### config.mk
export PLATFORM = sky130hd
export DESIGN_NAME = uart_tx_param_flat
export DESIGN_NICKNAME = d
export VERILOG_FILES = /design/src/rtl/uart_tx_param_if.sv /design/src/rtl/uart_tx_param.sv /design/src/flat_wrapper.sv
export SDC_FILE = /design/constraint.sdc
export NUM_CORES = 1
export LEC_CHECK = 0
export BUFFER_PORTS_ARGS = -buffer_cell sky130_fd_sc_hd__buf_2
export CAP_MARGIN = 20
export CELL_PAD_IN_SITES_DETAIL_PLACEMENT = 1
export CELL_PAD_IN_SITES_GLOBAL_PLACEMENT = 1
export CORE_MARGIN = 2
export CORE_UTILIZATION = 42
export DETAILED_ROUTE_END_ITERATION = 8
export HOLD_SLACK_MARGIN = 0.08
export PLACE_DENSITY = 0.72
export SYNTH_ARGS = -nofsm -noshare
export SYNTH_HDL_FRONTEND = slang
export SYNTH_SLANG_ARGS = --single-unit
### constraint.sdc
create_clock -name clk -period 2.5 [get_ports clk]
set_clock_uncertainty 0.2 [all_clocks]
set_input_delay 0.25 -clock clk [delete_from_list [all_inputs] [get_ports clk]]
set_output_delay 0.25 -clock clk [all_outputs]
set_load 0.05 [all_outputs]
### src/rtl/uart_tx_param_if.sv
// uart_tx_param_if: producer-side request/busy/done handshake plus the TX line.
// master = byte producer, slave = transmitter.
interface uart_tx_param_if #(
    parameter int DATA_W = 8
);
    logic [DATA_W-1:0] data_in;
    logic [2:0]        baud_set;
    logic              send_en;
    logic              uart_tx;
    logic              tx_busy;
    logic              uart_tx_done;

    modport master (
        output data_in, baud_set, send_en,
        input  uart_tx, tx_busy, uart_tx_done
    );

    modport slave (
        input  data_in, baud_set, send_en,
        output uart_tx, tx_busy, uart_tx_done
    );
endinterface

### src/rtl/uart_tx_param.sv
// uart_tx_param: UART transmitter, start + LSB-first data + [parity] + stop bits.
// Define UART_TX_PARITY_EN to insert a parity bit (even/odd chosen by PARITY_ODD).
module uart_tx_param #(
    parameter int CLK_FREQ   = 50_000_000,
    parameter int DATA_W     = 8,
    parameter int STOP_BITS  = 1,
    parameter int PARITY_ODD = 0
) (
    input logic            clk,
    input logic            rst_n,
    uart_tx_param_if.slave bus
);
    localparam int CNT_W = $clog2(CLK_FREQ / 300 + 1);
    localparam int IDX_W = $clog2(DATA_W);
    localparam logic [IDX_W-1:0] LAST_BIT  = IDX_W'(DATA_W - 1);
    localparam logic             STOP_LAST = 1'(STOP_BITS - 1);

    // Divisors are stored as DIV-1 so the compare needs no subtractor.
    function automatic logic [CNT_W-1:0] divMinusOne(input int baud);
        return CNT_W'((CLK_FREQ + baud / 2) / baud - 1);
    endfunction

    localparam logic [CNT_W-1:0] DIV_M1 [8] = '{
        divMinusOne(300),   divMinusOne(1200),  divMinusOne(2400),  divMinusOne(4800),
        divMinusOne(9600),  divMinusOne(19200), divMinusOne(57600), divMinusOne(115200)
    };

    if (DATA_W < 5 || DATA_W > 9) begin : g_badDataW
        $error("uart_tx_param: DATA_W must be in 5..9");
    end
    if (STOP_BITS != 1 && STOP_BITS != 2) begin : g_badStopBits
        $error("uart_tx_param: STOP_BITS must be 1 or 2");
    end
    if (PARITY_ODD != 0 && PARITY_ODD != 1) begin : g_badParityOdd
        $error("uart_tx_param: PARITY_ODD must be 0 or 1");
    end

    typedef enum logic [2:0] {
        IDLE,
        START,
        DATA,
`ifdef UART_TX_PARITY_EN
        PARITY,
`endif
        STOP
    } state_t;

    state_t            state_q, state_d;
    logic [CNT_W-1:0]  cnt_q, cnt_d;
    logic [CNT_W-1:0]  div_q, div_d;
    logic [DATA_W-1:0] data_q, data_d;
    logic [IDX_W-1:0]  bit_q, bit_d;
    logic              stop_q, stop_d;
    logic              tx_q, tx_d;
    logic              done_q, done_d;
    logic              lastTick;

    assign lastTick         = (cnt_q == div_q);
    assign bus.uart_tx      = tx_q;
    assign bus.tx_busy      = (state_q != IDLE);
    assign bus.uart_tx_done = done_q;

    always_ff @(posedge clk or negedge rst_n) begin
        if (!rst_n) begin
            state_q <= IDLE;
            cnt_q   <= '0;
            div_q   <= '0;
            data_q  <= '0;
            bit_q   <= '0;
            stop_q  <= 1'b0;
            tx_q    <= 1'b1;
            done_q  <= 1'b0;
        end else begin
            state_q <= state_d;
            cnt_q   <= cnt_d;
            div_q   <= div_d;
            data_q  <= data_d;
            bit_q   <= bit_d;
            stop_q  <= stop_d;
            tx_q    <= tx_d;
            done_q  <= done_d;
        end
    end

    // tx_d is decoded from the next state so the line is registered with no extra lag.
    always_comb begin
        state_d = state_q;
        div_d   = div_q;
        data_d  = data_q;
        bit_d   = bit_q;
        stop_d  = stop_q;
        done_d  = 1'b0;
        tx_d    = 1'b1;
        cnt_d   = (state_q == IDLE || lastTick) ? '0 : cnt_q + 1'b1;

        case (state_q)
            IDLE: begin
                if (bus.send_en) begin
                    state_d = START;
                    data_d  = bus.data_in;
                    div_d   = DIV_M1[bus.baud_set];
                    bit_d   = '0;
                    stop_d  = 1'b0;
                end
            end
            START: begin
                if (lastTick) state_d = DATA;
            end
            DATA: begin
                if (lastTick) begin
                    if (bit_q == LAST_BIT) begin
`ifdef UART_TX_PARITY_EN
                        state_d = PARITY;
`else
                        state_d = STOP;
`endif
                    end else begin
                        bit_d = bit_q + 1'b1;
                    end
                end
            end
`ifdef UART_TX_PARITY_EN
            PARITY: begin
                if (lastTick) state_d = STOP;
            end
`endif
            STOP: begin
                if (lastTick) begin
                    if (stop_q == STOP_LAST) begin
                        state_d = IDLE;
                        done_d  = 1'b1;
                    end else begin
                        stop_d = stop_q + 1'b1;
                    end
                end
            end
            default: state_d = IDLE;
        endcase

        case (state_d)
            START:   tx_d = 1'b0;
            DATA:    tx_d = data_d[bit_d];
`ifdef UART_TX_PARITY_EN
            PARITY:  tx_d = (^data_d) ^ 1'(PARITY_ODD);
`endif
            default: tx_d = 1'b1;
        endcase
    end
endmodule

### src/flat_wrapper.sv
// flat-port wrapper written by rule: the top's interface ports become plain ports
module uart_tx_param_flat 
#(
    parameter int CLK_FREQ   = 50_000_000,
    parameter int DATA_W     = 8,
    parameter int STOP_BITS  = 1,
    parameter int PARITY_ODD = 0
)
  (clk, rst_n, bus_data_in, bus_baud_set, bus_send_en, bus_uart_tx, bus_tx_busy, bus_uart_tx_done);
  uart_tx_param_if #(.DATA_W(DATA_W)) bus_i ();
  input logic clk;
  input logic rst_n;
  input wire logic [$bits(bus_i.data_in)-1:0] bus_data_in;
  input wire logic [$bits(bus_i.baud_set)-1:0] bus_baud_set;
  input wire logic [$bits(bus_i.send_en)-1:0] bus_send_en;
  output wire logic [$bits(bus_i.uart_tx)-1:0] bus_uart_tx;
  output wire logic [$bits(bus_i.tx_busy)-1:0] bus_tx_busy;
  output wire logic [$bits(bus_i.uart_tx_done)-1:0] bus_uart_tx_done;
  assign bus_i.data_in = bus_data_in;
  assign bus_i.baud_set = bus_baud_set;
  assign bus_i.send_en = bus_send_en;
  assign bus_uart_tx = bus_i.uart_tx;
  assign bus_tx_busy = bus_i.tx_busy;
  assign bus_uart_tx_done = bus_i.uart_tx_done;
  uart_tx_param #(.CLK_FREQ(CLK_FREQ), .DATA_W(DATA_W), .STOP_BITS(STOP_BITS), .PARITY_ODD(PARITY_ODD)) u_core (.clk(clk), .rst_n(rst_n), .bus(bus_i));
endmodule
==> run summary <==
Filler cells: 717
Leak: 1.47 nW
RD Place Congestion: 0.885
die area: 6980 um^2
switch share: 30.7%
Initial Util: 44.1%
Synth Net Count: 296
Worst path max stage delay: 0.42 ns
Distinct cells, synth: 49
Final Cell Area: 3140 um^2
Hold Crit Start: bus_baud_set[2]
ANT cells: 0
CP arrival: 2.52 ns
# port buffers: 16
Final setup viols: 0
data required time of the worst path: 2.55 ns
cells after synthesis: 274
FF-to-FF Start: u_core.cnt_q[15]$_DFF_PN0_
clk slew on worst S/H paths: 0.11 ns
starting DRC count in detailed routing: 70
r2r setup slk: 0.03 ns
Nets: 337
Fin. Hold Viols: 0
Util after Layout: 52.1%
Pins Over Slew Limit: 0
Seq cells post-synth: 50
Clock Root Buffer: clkbuf_8
Placed Area: 2930 um^2
R2R Path End: u_core.bus.uart_tx$_DFF_PN1_
Psw: 0.000545 W
status: completed
share of flip-flops with an asynchronous set or reset: 100%
Pint: 0.00123 W
Worst setup EP type: flip-flop
drt pass-1 iters: 4
VDD IR max: 300 uV
Worst path top cell family by delay: simple AND/OR/NAND/NOR gates
worst hold path type: in -> reg
Post-synth EDFFs: 0
Stages on worst setup path: 8
Final HPWL DP: 4560 um
pin count of the biggest net entering global routing: 51
CTS Buf Count: 5
Final ANT Viol Nets: 0
Overflow after GRT: 0
first-pass GRT wire length: 11100 um
Worst Setup Path Type: reg -> reg
Core Area: 6030 um^2
number of global-route vias before repair: 2171
Relative slew margins: 57.0%
multi-input logic area: 1370 um^2
Synth Area per Inst: 9.69 um^2
Hold Path End: u_core.div_q[0]$_DFFE_PN0P_
Post-Synthesis Cell Area: 2660 um^2
Max Cap Viol: 0
fraction of layout cells with a size suffix above 1: 18.7%
IO Pins: 17
initial antenna violation count: 0
Post-CTS Setup Bufs: 0
f_max: 0.405 GHz
Max Fanout on Critical Path: 7
DIE HEIGHT: 83.5 um
Synth Warn #: 0
sequential share of power: 54.6%
DRT Wirelength: 6340 um
vias per cell: 5.32
RSZ-0062 raised after global routing: yes
TritonCTS clock tree: done
Clk Latency, worst-skew pair: 0.32 ns
P&R area growth vs syn: 18.1%
Vias: 2081
width of the chip: 83.5 um
Tmin final: 2.47 ns
all-layer global routing usage: 19.8%
startpoint types: flip-flop
Clock Sinks: 50
slowest stage cell, crit path: dfrtp_1
worst hold stages: 3
combinational share of power: 17.5%
Worst Path Buf+Inv: 0
FF/Latch Area: 1250 um^2
sequential area share after synthesis: 47.2%
# H-tree levels: 2
worst-path cell chain: xor2_1 -> nor4_2 -> o21ai_2 -> nor3_4 -> mux2i_2 -> nor2_2 -> o31a_1 -> a21oi_1
setup total negative slack: 0 ns
PwrDens: 566 nW/um^2
# DRC: 0
Clock Power Share: 27.9%
Row Count: 28
top_reg_cell synth: dfrtp_1
Longest Clk Path Bufs: 2
Reg2Reg Depth: 8
period utilization: 98.8%
Least-Margin Pin Slew: 0.645 ns
routed len/inst: 16.2 um
-- cell usage after synthesis (3+ instances only) --
library cell | instances | area share (%)
nor4_1 | 3 | 0.71
and3_1 | 4 | 0.94
or3_1 | 3 | 0.71
a211oi_1 | 3 | 0.85
nor4_2 | 3 | 1.4
inv_1 | 8 | 1.1
o21ai_0 | 11 | 2.1
nand2b_1 | 3 | 0.71
mux2_2 | 3 | 1.3
nand3_1 | 11 | 2.1
a21oi_1 | 11 | 2.1
clkbuf_1 | 5 | 0.71
nand2_1 | 39 | 5.5
a31oi_1 | 5 | 1.2
ha_1 | 8 | 3.8
xnor2_1 | 5 | 1.6
dfrtp_1 | 49 | 46
mux2i_1 | 7 | 2.6
nor3_1 | 3 | 0.57
nor2_1 | 31 | 4.4
xor2_1 | 25 | 8.2
-- routing by layer --
metal	GRT usage, %	share of wire (%)
met3	3.36	3.1
met5	0	0
met2	29.5	43
met1	29.9	53
met4	5.28	1.2
-- worst max path at each step --
stage | from | endpoint
final | u_core.cnt_q[15]$_DFF_PN0_ | u_core.bus.uart_tx$_DFF_PN1_
after global routing | u_core.cnt_q[12]$_DFF_PN0_ | u_core.bus.uart_tx$_DFF_PN1_
after CTS | u_core.cnt_q[15]$_DFF_PN0_ | u_core.bus.uart_tx$_DFF_PN1_
after detailed placement | u_core.cnt_q[15]$_DFF_PN0_ | u_core.bus.uart_tx$_DFF_PN1_
after global placement | u_core.cnt_q[15]$_DFF_PN0_ | u_core.bus.uart_tx$_DFF_PN1_
after floorplan | u_core.cnt_q[13]$_DFF_PN0_ | u_core.bus.uart_tx$_DFF_PN1_
-- power by group through the flow --
stage	registers, W	clock network (W)	logic (W)
after floorplan	0.000964	0	0.000202
after global placement	0.000982	0	0.000294
after detailed placement	0.000986	0	0.000301
after CTS	0.000970	0.000517	0.000315
after global routing	0.000981	0.000548	0.000355
final	0.000969	0.000495	0.000311
-- worst min-delay path, cell delays in order --
cell	delay (ns)
buf_2	0.19
nand2_1	0.09
nand2_1	0.04
-- state kept, by name, summed over array words and instances (netlist names) --
name,count
u_core.cnt_q,18
u_core.div_q,16
u_core.data_q,8
u_core.bit_q,3
u_core.state_q,3
u_core.bus.uart_tx,1
u_core.bus.uart_tx_done,1
-- per-stage QoR --
step	cells	power [W]	setup slack, ns	hold slack (ns)
finish	391	0.00177	0.0308	0.105
global route	391	0.00188	-0.164	0.131
CTS	391	0.00180	0.0119	0.0974
detailed placement	374	0.00129	-0.0479	0.209
global placement	374	0.00128	0.0991	0.202
floorplan	274	0.00117	0.133	-0.246
-- kinds of logic after synthesis --
family | count (synthesis) | synth area share, %
flip-flops | 50 | 47.2
XOR/XNOR | 30 | 9.89
multiplexers | 12 | 4.76
adder cells (fa/ha/maj) | 8 | 3.77
AO/OA/AOI/OAI | 43 | 10.2
buffers and inverters | 17 | 2.64
other | 1 | 0.141
AND/OR/NAND/NOR | 113 | 21.5
-- cell usage in the layout, fill, tap and decap left out, types with 2 or more instances in the layout --
cell type | synthesis | layout
a211oi_1 | 3 | 3
a21oi_1 | 11 | 11
a31oi_1 | 5 | 4
and3_1 | 4 | 4
and4_1 | 2 | 2
buf_2 | 2 | 16
buf_4 | 1 | 17
clkbuf_8 | 0 | 5
dfrtp_1 | 49 | 49
dlygate4sd3_1 | 0 | 9
ha_1 | 8 | 8
inv_1 | 8 | 8
mux2_1 | 2 | 2
mux2_2 | 3 | 3
mux2i_1 | 7 | 6
nand2_1 | 39 | 39
nand2b_1 | 3 | 3
nand3_1 | 11 | 11
nor2_1 | 31 | 31
nor2_2 | 2 | 2
nor3_1 | 3 | 3
nor3b_1 | 2 | 2
nor4_1 | 3 | 2
nor4_2 | 3 | 4
o21ai_0 | 11 | 11
o31a_1 | 2 | 2
or3_1 | 3 | 3
xnor2_1 | 5 | 5
xor2_1 | 25 | 25
-- layout make-up --
class                      count  area share, %
multi-input combinational    207           43.5
sequential                    50           39.9
timing repair buffer          42           9.49
tap                           75           2.99
clock buffer                   5           2.19
inverter                       9           1.08
clock inverter                 3          0.798
-- what timing repair did --
action,CTS,global route
endpoints found under the hold margin,57,0
resized for setup,2,2
pin swaps,1,2
endpoints found under the setup margin,1,1
hold buffers,9,0
(Power assumes the default switching activity.)
